File: config.mk
export PLATFORM = sky130hd
export DESIGN_NAME = mult_arbiter
export DESIGN_NICKNAME = d
export VERILOG_FILES = /design/src/rtl/mult_arbiter.sv
export SDC_FILE = /design/constraint.sdc
export NUM_CORES = 1
export LEC_CHECK = 0
export ABC_AREA = 1
export CAP_MARGIN = 20
export CORE_AREA = 3 3 178 180
export CTS_BUF_LIST = sky130_fd_sc_hd__clkbuf_4 sky130_fd_sc_hd__clkbuf_8 sky130_fd_sc_hd__clkbuf_16
export CTS_CLUSTER_SIZE = 30
export DETAILED_ROUTE_END_ITERATION = 6
export DIE_AREA = 0 0 181 183
export DONT_BUFFER_PORTS = 1
export GPL_ROUTABILITY_DRIVEN = 0
export PLACE_DENSITY = 0.47
export SLEW_MARGIN = 20
export SYNTH_ARGS = -nofsm -noshare
export SYNTH_HDL_FRONTEND = slang
export SYNTH_SLANG_ARGS = --single-unit
File: constraint.sdc
create_clock -name clk -period 3.1 [get_ports clk]
set_clock_uncertainty 0.1 [all_clocks]
set_input_delay 0.465 -clock clk [delete_from_list [all_inputs] [get_ports clk]]
set_output_delay 0.465 -clock clk [all_outputs]
set_load 0.02 [all_outputs]
File: src/rtl/mult_arbiter.sv
// Round-robin arbiter sharing one sequential multiplier among NUM_REQ clients.
// Optional BUSY watchdog is enabled by defining MULT_ARB_TIMEOUT_EN.
module mult_arbiter #(
    parameter int WIDTH          = 32,
    parameter int NUM_REQ        = 4,
    parameter int ID_W           = 2,
    parameter int TIMEOUT_CYCLES = 4096
) (
    input  logic                     clk,
    input  logic                     rst,
    input  logic [NUM_REQ-1:0]       req_valid,
    output logic [NUM_REQ-1:0]       req_ready,
    input  logic [NUM_REQ*WIDTH-1:0] req_multiplier,
    input  logic [NUM_REQ*WIDTH-1:0] req_multiplicand,
    output logic                     resp_valid,
    input  logic                     resp_ready,
    output logic [ID_W-1:0]          resp_id,
    output logic [2*WIDTH-1:0]       resp_product,
    output logic                     resp_err,
    output logic                     mul_start,
    output logic [WIDTH-1:0]         mul_multiplier,
    output logic [WIDTH-1:0]         mul_multiplicand,
    input  logic [2*WIDTH-1:0]       mul_product,
    input  logic                     mul_done
);

    if (NUM_REQ < 2 || ID_W < $clog2(NUM_REQ) || TIMEOUT_CYCLES < 1) begin : g_bad_cfg
        $error("mult_arbiter: illegal parameter combination");
    end

    typedef enum logic [1:0] {IDLE, ISSUE, BUSY, RESP} state_t;

    localparam logic [ID_W:0] NREQ = (ID_W+1)'(NUM_REQ);

    state_t             state_q, state_d;
    logic [ID_W-1:0]    rr_q, rr_d;
    logic [ID_W-1:0]    id_q, id_d;
    logic [WIDTH-1:0]   a_q, a_d, b_q, b_d;
    logic [2*WIDTH-1:0] prod_q, prod_d;

    logic [NUM_REQ-1:0] rot;
    logic [ID_W:0]      sum;
    logic [ID_W-1:0]    grant;
    logic               found;
    logic [WIDTH-1:0]   a_sel, b_sel;

    // Rotate so bit 0 is the rr_q requester; first set bit wins.
    always_comb begin
        rot   = NUM_REQ'({req_valid, req_valid} >> rr_q);
        sum   = '0;
        grant = '0;
        found = 1'b0;
        for (int k = 0; k < NUM_REQ; k++) begin
            if (!found && rot[k]) begin
                found = 1'b1;
                sum   = {1'b0, rr_q} + (ID_W+1)'(k);
                if (sum >= NREQ) begin
                    sum = sum - NREQ;
                end
                grant = sum[ID_W-1:0];
            end
        end
    end

    always_comb begin
        a_sel = '0;
        b_sel = '0;
        for (int i = 0; i < NUM_REQ; i++) begin
            if (grant == ID_W'(i)) begin
                a_sel = req_multiplier[i*WIDTH +: WIDTH];
                b_sel = req_multiplicand[i*WIDTH +: WIDTH];
            end
        end
    end

`ifdef MULT_ARB_TIMEOUT_EN
    localparam int CW = ($clog2(TIMEOUT_CYCLES + 1) > 12) ?
                        $clog2(TIMEOUT_CYCLES + 1) : 12;

    logic [CW-1:0] cnt_q, cnt_d;
    logic          err_q, err_d;

    assign cnt_d    = (state_q == BUSY) ? cnt_q + 1'b1 : '0;
    assign resp_err = err_q;

    always_ff @(posedge clk or negedge rst) begin
        if (!rst) begin
            cnt_q <= '0;
            err_q <= 1'b0;
        end else begin
            cnt_q <= cnt_d;
            err_q <= err_d;
        end
    end
`else
    assign resp_err = 1'b0;
`endif

    always_comb begin
        state_d = state_q;
        rr_d    = rr_q;
        id_d    = id_q;
        a_d     = a_q;
        b_d     = b_q;
        prod_d  = prod_q;
`ifdef MULT_ARB_TIMEOUT_EN
        err_d   = err_q;
`endif
        unique case (state_q)
            IDLE: begin
                if (found) begin
                    a_d     = a_sel;
                    b_d     = b_sel;
                    id_d    = grant;
                    rr_d    = (grant == ID_W'(NUM_REQ - 1)) ? '0 : grant + 1'b1;
                    state_d = ISSUE;
                end
            end
            ISSUE: state_d = BUSY;
            BUSY: begin
                if (mul_done) begin
                    prod_d  = mul_product;
`ifdef MULT_ARB_TIMEOUT_EN
                    err_d   = 1'b0;
`endif
                    state_d = RESP;
                end
`ifdef MULT_ARB_TIMEOUT_EN
                else if (cnt_q == CW'(TIMEOUT_CYCLES - 1)) begin
                    prod_d  = '0;
                    err_d   = 1'b1;
                    state_d = RESP;
                end
`endif
            end
            RESP: begin
                if (resp_ready) begin
                    state_d = IDLE;
                end
            end
            default: state_d = IDLE;
        endcase
    end

    always_ff @(posedge clk or negedge rst) begin
        if (!rst) begin
            state_q <= IDLE;
            rr_q    <= '0;
            id_q    <= '0;
            a_q     <= '0;
            b_q     <= '0;
            prod_q  <= '0;
        end else begin
            state_q <= state_d;
            rr_q    <= rr_d;
            id_q    <= id_d;
            a_q     <= a_d;
            b_q     <= b_d;
            prod_q  <= prod_d;
        end
    end

    // rst gating keeps req_ready low while reset is held.
    assign req_ready = (rst && state_q == IDLE && found) ?
                       (NUM_REQ'(1) << grant) : '0;

    assign mul_start        = (state_q == ISSUE);
    assign resp_valid       = (state_q == RESP);
    assign resp_id          = id_q;
    assign resp_product     = prod_q;
    assign mul_multiplier   = a_q;
    assign mul_multiplicand = b_q;

endmodule

==> results.md <==
* Seq/Total Area, Yosys at a little under half
* Area leader, netlist: dfrtp_1
* Worst setup EP type: output port
* Worst Path Required at 2.53 ns
* Met3 GRT Util at under 10%
* Startpoint Class: register
* Final worst path period share at between 90% and 100%
* Worst min path class: input port to async pin
* Failing checks: negative hold slack
* Final setup fails at 0
* Clock Pin Slew Worst Setup and Hold Paths at about 0.07 ns
* GRT Total Usage at 16.96%
* Number of global-route vias before repair at 6476
* Mapped cell area at 7367 µm²
* Final WL at 30020 µm
* Met1 Track Usage GR at slightly below 20%
* Mapped Cells at between 900 and 1000
* First-pass GRT wire length at roughly 42000 µm
* Count of input and output buffers at 0
* Yosys top cell area share at 45.52%
* Initial Utilization at between 20% and 30%
* Total CTS buffers at 17
* Top cells by area, synth: dfrtp_1, nand2_1, mux2_2
* Antenna violations before repair at 10
* Area grow syn2layout at 18.10%
* Core area at 30350 µm²
* Fmax at 0.3392 GHz
* Status: finished, violations left
* Post-route DRC at 0
* Nets at 1279
* WL/cell at 22.12 µm
* Worst Tran Pin Value at 0.8416 ns
* Hold Violations, Final at between 100 and 150
* Netlist cell types at 25
* Via density at just under 5
* Unrepaired setup endpoints after global routing: yes
* Row cnt at 64
* Hpwl dp at around 22000 µm
* Final slew viol count at 0
* Die height at 183 µm
* Final hold slack at -0.3644 ns
* Clock Tree Root: clkbuf_16
* CP startpoint: rr_q[0]$_DFFE_PN0P_
* Pre-Repair DR Iteration Count at 5
* Crit Path Max Fanout at 8
* Initial DRC count at 319
* CP Class: register to output port
* Bufs on Longest Clock Path at 2
* Min Tclk post-route at 2.948 ns
* Syn Area/Cell at 7.779 µm²
* Reg-to-reg startpoint: rr_q[0]$_DFFE_PN0P_
* Ys Warns at 0
* Htree depth at 4
* CTS sink cnt at between 100 and 150
* Met2 usage at 29.66%
* Register bit total from synthesis at 134
* Worst path arrival time at 2.38 ns
* GRT Residual Overflow at 0
* Vias at 6523
* Ratio of cells with drive above 1 in the final layout at 16.96%
* Syn nets at 1284
* Worst-Skew Late Latency at 0.42 ns
* CTS tree: built
* Die ar. at 33120 µm²
* Post-DRT Antenna Nets at 0
* Largest net degree at the start of global routing at approximately 140
* Max-cap check violation count at 0
* Io pins at 465
* Grt peak-use layer: met2
* Worst slew margin at between 40% and 50%
* Die Wd at between 150 and 200 µm
-- final cells by class --
| type | count | area [µm²] |
|---|---|---|
| Fill cell | 3309 | 21650 |
| Multi-Input combinational cell | 730 | 3707 |
| Sequential cell | 134 | 3354 |
| Tap cell | 396 | 495.5 |
| Timing Repair Buffer | 40 | 459.2 |
| Clock buffer | 17 | 425.4 |
| Clock inverter | 15 | 160.2 |
| Inverter | 19 | 83.83 |
| Antenna cell | 6 | 15.01 |
-- per-stage QoR --
step                instance area, µm²  util, %  setup WS [ns]  setup TNS, ns  cells
CTS                               8554    28.19       -0.02116       -0.02116   1341
detailed placement                7855    25.88        0.06003              0   1305
finish                            8701    28.67         0.1518              0   1357
global route                      8696    28.65       -0.03602        -0.2305   1355
floorplan                         7367        -         0.3933              0    947
global placement                  7855    25.88        0.07366              0   1305
-- routing by layer --
layer,wire length (µm),share of wire (%)
met5,56,0.19
met4,612,2.0
met3,2875,9.6
met2,15220,51
met1,11260,38
-- cells in the mapped netlist (all sizes together) --
| library cell | n |
|---|---|
| conb | 1 |
| mux2 | 64 |
| o211ai | 1 |
| o21ai | 132 |
| dfrtp | 134 |
| xnor2 | 1 |
| a21oi | 65 |
| nand2 | 424 |
| or2 | 1 |
| ha | 9 |
| nand4 | 7 |
| nand3 | 16 |
| nor2 | 9 |
| inv | 19 |
| clkbuf | 26 |
| buf | 38 |
-- worst paths after layout --
kind	slack, ns	cells past startpoint	end
worst max register to register	0.23	21	mul_multiplier[17]$_DFFE_PN0P_
worst min register to register	0.44	2	state_q[1]$_DFFE_PN0P_
max in group asynchronous	3.00	0	rr_q[1]$_DFFE_PN0P_
worst max-delay path	0.15	13	req_ready[1]
worst min-delay path	-0.36	0	resp_product[57]$_DFFE_PN0P_
min in group clk	0.09	1	resp_product[11]$_DFFE_PN0P_
-- registers in the layout, indices dropped and copies added, names as in the netlist --
| name | cells |
|---|---|
| state_q | 2 |
| mul_multiplicand | 32 |
| resp_id | 2 |
| rr_q | 2 |
| resp_product | 64 |
| mul_multiplier | 32 |
-- cell usage in the layout (no fill, tap or decap), drive strengths merged, types with 2 or more instances in the layout --
cell,Yosys,final
o21ai,132,132
clkinvlp,0,3
ha,9,9
nand2,424,424
buf,38,37
mux2,64,64
inv,19,26
diode,0,6
nand3,16,16
dfrtp,134,134
nor2,9,9
clkinv,0,4
a21oi,65,65
bufbuf,0,2
clkbuf,26,18
nand4,7,7
-- worst max-delay path, stage by stage (launching register included) --
cell,delay [ns]
dfrtp_1,0.40
inv_2,0.13
nand2_1,0.09
nand3_1,0.07
nand2_1,0.11
o211ai_1,0.21
buf_4,0.16
nand3_4,0.11
inv_4,0.09
ha_4,0.14
buf_4,0.14
inv_1,0.04
nor2_1,0.12
buf_4,0.16
-- what timing repair did --
item	4_1_cts	5_1_grt
setup endpoints to repair	2	9
cloned	2	1
gates resized for setup	8	12
setup buffers	2	9
endpoints found under the hold margin	134	134
pin swaps	0	5
-- cell families (layout without fill, tap and decap cells) --
logic type               after synthesis  count (layout)  synth area share [%]
buffers and inverters                 83              91                 5.248
AND/OR/NAND/NOR                      457             457                 24.27
AO/OA/AOI/OAI                        198             198                 13.49
XOR/XNOR                               1               1                0.1189
adder cells (fa/ha/maj)                9               9                 1.529
multiplexers                          64              64                 9.783
flip-flops                           134             134                 45.52
other                                  1               7               0.05090
Power is left out: the tool's default activity adds up to more than one toggle a clock period on the data nets, which glitch-free logic cannot reach.
